--- src/rtl/rr_arbiter_8.sv ---
// 8-way round-robin arbiter with one-hot grant, break-before-make GAP cycle.
// Optional forced release after HOLD_MAX grant cycles when ARB_TIMEOUT_EN is defined.
module rr_arbiter_8 #(
    parameter int unsigned HOLD_MAX = 15
) (
    input  logic       clk,
    input  logic       rst,
    input  logic [7:0] req,
    input  logic       done,
    output logic [7:0] gnt,
    output logic [2:0] gnt_idx,
    output logic       gnt_valid,
    output logic       timeout
);

    typedef enum logic [1:0] {
        ST_IDLE  = 2'd0,
        ST_GRANT = 2'd1,
        ST_GAP   = 2'd2
    } state_e;

    state_e     state_q, state_d;
    logic [7:0] gnt_q, gnt_d;
    logic [2:0] idx_q, idx_d;
    logic       valid_q, valid_d;
    logic [2:0] ptr_q, ptr_d;
    logic [3:0] win_s;
    logic       user_rel_s;
    logic       forced_s;

`ifdef ARB_TIMEOUT_EN
    localparam logic [7:0] HOLD_MAX_C = 8'(HOLD_MAX);
    logic [7:0] hold_cnt_q, hold_cnt_d;
    logic       timeout_q, timeout_d;
`endif

    if ((HOLD_MAX < 32'd1) || (HOLD_MAX > 32'd255)) begin : g_bad_hold_max
        $error("rr_arbiter_8: HOLD_MAX must be within 1..255");
    end

    // Winner search: scan offsets high-to-low so the lowest offset from ptr wins.
    function automatic logic [3:0] pick_winner(input logic [7:0] r, input logic [2:0] p);
        logic [3:0] res;
        logic [2:0] cand;
        res = 4'd0;
        for (int i = 7; i >= 0; i--) begin
            cand = p + 3'(i);
            if (r[cand]) begin
                res = {1'b1, cand};
            end else begin
                res = res;
            end
        end
        return res;
    endfunction

    // Next-state and next-output logic.
    always_comb begin
        state_d    = state_q;
        gnt_d      = gnt_q;
        idx_d      = idx_q;
        valid_d    = valid_q;
        ptr_d      = ptr_q;
        win_s      = pick_winner(req, ptr_q);
        user_rel_s = done | ~req[idx_q];
        forced_s   = 1'b0;
`ifdef ARB_TIMEOUT_EN
        hold_cnt_d = hold_cnt_q;
        timeout_d  = 1'b0;
        forced_s   = ~user_rel_s & (hold_cnt_q == HOLD_MAX_C);
`endif
        case (state_q)
            ST_IDLE: begin
                if (win_s[3]) begin
                    state_d = ST_GRANT;
                    gnt_d   = 8'd1 << win_s[2:0];
                    idx_d   = win_s[2:0];
                    valid_d = 1'b1;
`ifdef ARB_TIMEOUT_EN
                    hold_cnt_d = 8'd1;
`endif
                end else begin
                    gnt_d   = 8'd0;
                    idx_d   = 3'd0;
                    valid_d = 1'b0;
                end
            end
            ST_GRANT: begin
                // A simultaneous done and withdrawal is one release: ptr advances once.
                if (user_rel_s || forced_s) begin
                    state_d = ST_GAP;
                    gnt_d   = 8'd0;
                    idx_d   = 3'd0;
                    valid_d = 1'b0;
                    ptr_d   = idx_q + 3'd1;
`ifdef ARB_TIMEOUT_EN
                    timeout_d = forced_s;
`endif
                end else begin
`ifdef ARB_TIMEOUT_EN
                    hold_cnt_d = (hold_cnt_q == 8'hFF) ? hold_cnt_q : (hold_cnt_q + 8'd1);
`endif
                    state_d = ST_GRANT;
                end
            end
            ST_GAP: begin
                state_d = ST_IDLE;
                gnt_d   = 8'd0;
                idx_d   = 3'd0;
                valid_d = 1'b0;
            end
            default: begin
                state_d = ST_IDLE;
                gnt_d   = 8'd0;
                idx_d   = 3'd0;
                valid_d = 1'b0;
            end
        endcase
    end

    // State and registered-output flops.
    always_ff @(posedge clk or posedge rst) begin
        if (rst) begin
            state_q <= ST_IDLE;
            gnt_q   <= 8'd0;
            idx_q   <= 3'd0;
            valid_q <= 1'b0;
            ptr_q   <= 3'd0;
        end else begin
            state_q <= state_d;
            gnt_q   <= gnt_d;
            idx_q   <= idx_d;
            valid_q <= valid_d;
            ptr_q   <= ptr_d;
        end
    end

`ifdef ARB_TIMEOUT_EN
    // Hold counter and timeout pulse flops.
    always_ff @(posedge clk or posedge rst) begin
        if (rst) begin
            hold_cnt_q <= 8'd0;
            timeout_q  <= 1'b0;
        end else begin
            hold_cnt_q <= hold_cnt_d;
            timeout_q  <= timeout_d;
        end
    end

    assign timeout = timeout_q;
`else
    assign timeout = 1'b0;
`endif

    assign gnt       = gnt_q;
    assign gnt_idx   = idx_q;
    assign gnt_valid = valid_q;

endmodule

--- config.mk ---
export PLATFORM = sky130hd
export DESIGN_NAME = rr_arbiter_8
export DESIGN_NICKNAME = d
export VERILOG_FILES = /design/src/rtl/rr_arbiter_8.sv
export SDC_FILE = /design/constraint.sdc
export NUM_CORES = 1
export LEC_CHECK = 0
export ABC_AREA = 1
export ABC_CLOCK_PERIOD_IN_PS = 3000
export BUFFER_PORTS_ARGS = -buffer_cell sky130_fd_sc_hd__clkbuf_2
export CAP_MARGIN = 20
export CELL_PAD_IN_SITES_DETAIL_PLACEMENT = 2
export CELL_PAD_IN_SITES_GLOBAL_PLACEMENT = 2
export CORE_MARGIN = 1
export CORE_UTILIZATION = 31
export CTS_BUF_LIST = sky130_fd_sc_hd__clkbuf_4 sky130_fd_sc_hd__clkbuf_8
export DETAILED_ROUTE_END_ITERATION = 8
export GPL_TIMING_DRIVEN = 0
export MAX_ROUTING_LAYER = met4
export PLACE_DENSITY = 0.85
export SLEW_MARGIN = 10
export SYNTH_ARGS = -nofsm -noshare
export SYNTH_HDL_FRONTEND = slang
export SYNTH_SLANG_ARGS = --single-unit
--- constraint.sdc ---
create_clock -name clk -period 3 [get_ports clk]
set_clock_uncertainty 0.1 [all_clocks]
set_input_delay 0.3 -clock clk [delete_from_list [all_inputs] [get_ports clk]]
set_output_delay 0.3 -clock clk [all_outputs]
set_load 0.03 [all_outputs]
==> metrics.csv <==
stage,metric,value,unit
placement,placed instance area,1620,sq um
clocking,Clk Tree Root Cell,clkbuf_8,
worst_setup_path,flop2flop setup slack,0.24,ns
clocking,CTS sink cnt,17,
routing,Pre-antenna DRT Iters,4,
sta,Rel. slew slack,57.0,%
flow_run,maxcap violations,0,
clocking,Post-CTS Setup Inserts,0,
final_layout,Area Overhead vs Synth,15.3,%
worst_setup_path,CP Cell Sequence,inv_4 > ha_1 > buf_2 > inv_1 > nand3_1 > nand3_1 > nand2_2 > nor2_2 > inv_1 > o21ai_1 > nand2_1 > nand2_2 > inv_2 > nand4_1 > nand2_1,
worst_setup_path,capture point of the worst reg-to-reg path,gnt[6],
global_routing,initial antenna violation count,0,
worst_setup_path,R2R cell count,15,
routing,via/cell ratio,5.04,
die,io pins,24,
logic_synthesis,Gate Count Post-Synth,225,
logic_synthesis,Synthesized Nets,239,
global_routing,first-pass GRT wire length,8.25,mm
clocking,total CTS buffers,3,
die,chip height,70.3,um
logic_synthesis,synth warn,0,
die,Total Die Area,4940,sq um
placement,Placement Setup Slack,0.230,ns
logic_synthesis,Synth top area share,29.4,%
worst_setup_path,Crit Reg-Reg Startpoint,ptr_q[1],
sta,achievable frequency,363,MHz
die,CORE AREA,4410,sq um
sta,Final min period,2.76,ns
logic_synthesis,"Seq/Total Area, Yosys",29.4,%
worst_setup_path,Worst Setup End Kind,flop,
final_layout,final layout net count,266,
die,starting density of the core,32.8,%
global_routing,gr ovfl total,0,
final_layout,layout cell share with drive strength beyond 1,24.7,%
sta,setup violators final,0,
worst_setup_path,Worst EP arrival,2.80,ns
clocking,CTS tree,yes,
routing,1st-iter DRT viols,38,
routing,Avg WL per Cell,15.7,um
sta,worst slew pin tran,0.644,ns
worst_setup_path,worst stage delay on the critical path,0.57,ns
final_layout,antenna fix cells,0,
final_layout,Post-Layout Inst Area,1670,sq um
final_layout,Finished Layout Cells,303,
die,# rows,24,
placement,gp weighted congestion,0.753,
sta,final worst setup slack,0.243,ns
sta,final period utilization,91.9,%
placement,# port buffers,22,
routing,DRC violations left,0,
clocking,Worst-path clk slew,0.07,ns
routing,DRT Wirelength,4.77,mm
clocking,clk_lat worst skew,0.25,ns
clocking,H-tree lvl count,1,
status,outcome,finished clean,
logic_synthesis,"area leader, netlist",dfrtp_1,
sta,TNS Setup,0,ns
global_routing,GRT Total Usage,21.6,%
logic_synthesis,Syn Area/Cell,6.43,sq um
sta,Final Max Slew Viols,0,
worst_setup_path,WS Path Type,reg -> reg,
sta,Final Hold Vio Count,0,
routing,ANT nets after route,0,
clocking,deepest clock path buffer count,2,
sta,RSZ-0062 raised after global routing,no,
worst_setup_path,critical path required time,3.04,ns
worst_setup_path,crit start category,flop,
logic_synthesis,synth top area cells,"dfrtp_1 29%, nand2_1 19%, nand3_1 12%",
die,Die Wd,70.3,um
worst_setup_path,CP max-delay cell,dfrtp_1,
global_routing,largest net degree at the start of global routing,18,
logic_synthesis,Seq cells post-synth,17,
logic_synthesis,Netlist cell types,26,
placement,Cell Count Post-Placement,299,
logic_synthesis,"Cell Area, Synth",1450,sq um
clocking,CTS Hold Bufs,0,
worst_setup_path,crit-path max FO,10,
placement,DP HPWL,4.01,mm
global_routing,vias in the first global route,1700,
clocking,cells resized by post-CTS repair,0,
worst_hold_path,Min-Delay Path Class,in -> async,
routing,Via Count,1526,
## cell usage after synthesis
cell,instances
nand2_1,72
nand3_1,35
inv_1,21
dfrtp_1,17
nand2_2,13
nor2_1,12
o21ai_0,8
a21oi_1,7
inv_2,7
nand3_2,7
nand4_1,4
ha_1,3
o22ai_1,3
buf_4,2
nor3_1,2
o21ai_1,2
a21oi_2,1
a21oi_4,1
buf_2,1
clkinv_1,1
conb_1,1
inv_4,1
nand2_4,1
nor2_2,1
o22ai_2,1
xnor2_1,1
## cell families after synthesis
group | count (synthesis) | synth area share, %
adder cells (fa/ha/maj) | 3 | 2.60
flip-flops | 17 | 29.4
other | 1 | 0.259
buffers and inverters | 33 | 9.34
AO/OA/AOI/OAI | 23 | 9.78
AND/OR/NAND/NOR | 147 | 48.0
XOR/XNOR | 1 | 0.606
## layer usage
layer	track usage, %	share of wire [%]
met3	2.16	1.9
met2	37.8	51
met4	5.56	0.94
met5	-	0
met1	26.6	46
## worst max-delay path by stage
stage / depth (start not counted) / slack (ns) / startpoint / to
floorplan: 15 / 0.77 / ptr_q[1] / gnt[2]
global placement: 15 / 0.31 / ptr_q[1] / gnt[6]
detailed placement: 15 / 0.23 / ptr_q[1] / gnt[6]
CTS: 15 / 0.21 / ptr_q[1] / gnt[6]
global route: 15 / 0.01 / ptr_q[1] / gnt[6]
finish: 15 / 0.24 / ptr_q[1] / gnt[6]
## critical path: cells and delay by family, from the launching register on
family,cells,cell delay (ns)
and+or+nand+nor,8,0.92
adders and majority gates,1,0.29
buffers and inverters,5,0.63
DFF,1,0.57
AOI/OAI and AO/OA,1,0.14
## flip-flops by register name, indices dropped and copies added (netlist names)
name and count:
gnt_idx 3, gnt_valid 1, state_q 2, ptr_q 3
gnt 8
## through the flow
stage / util [%] / hold WS [ns]
after global placement: 36.7 / 0.311
after detailed placement: 36.7 / 0.309
final: 37.8 / 0.00292
after floorplan: - / 0.126
after global routing: 37.8 / 0.0765
after CTS: 37.8 / 0.0337
## placed cells by master (no fill, tap or decap), drive strengths merged, types with 2 or more instances in the layout
cell type	Yosys	layout
nand4	4	4
a21oi	9	9
dfrtp	17	17
ha	3	3
inv	29	29
nand2	86	86
clkinv	1	2
o21ai	10	10
nor2	13	13
nor3	2	2
nand3	42	42
o22ai	4	4
buf	3	3
clkbuf	0	25
## cell type report
class / count / area (sq um)
Sequential cell: 17 / 425
Timing Repair Buffer: 22 / 110
Multi-Input combinational cell: 175 / 886
Clock inverter: 1 / 5.00
Fill cell: 558 / 2750
Buffer: 3 / 20.0
Tap cell: 52 / 65.1
Clock buffer: 3 / 41.3
Inverter: 30 / 115
Power is left out: the tool's default activity adds up to more than one toggle a clock period on the data nets, which glitch-free logic cannot reach.
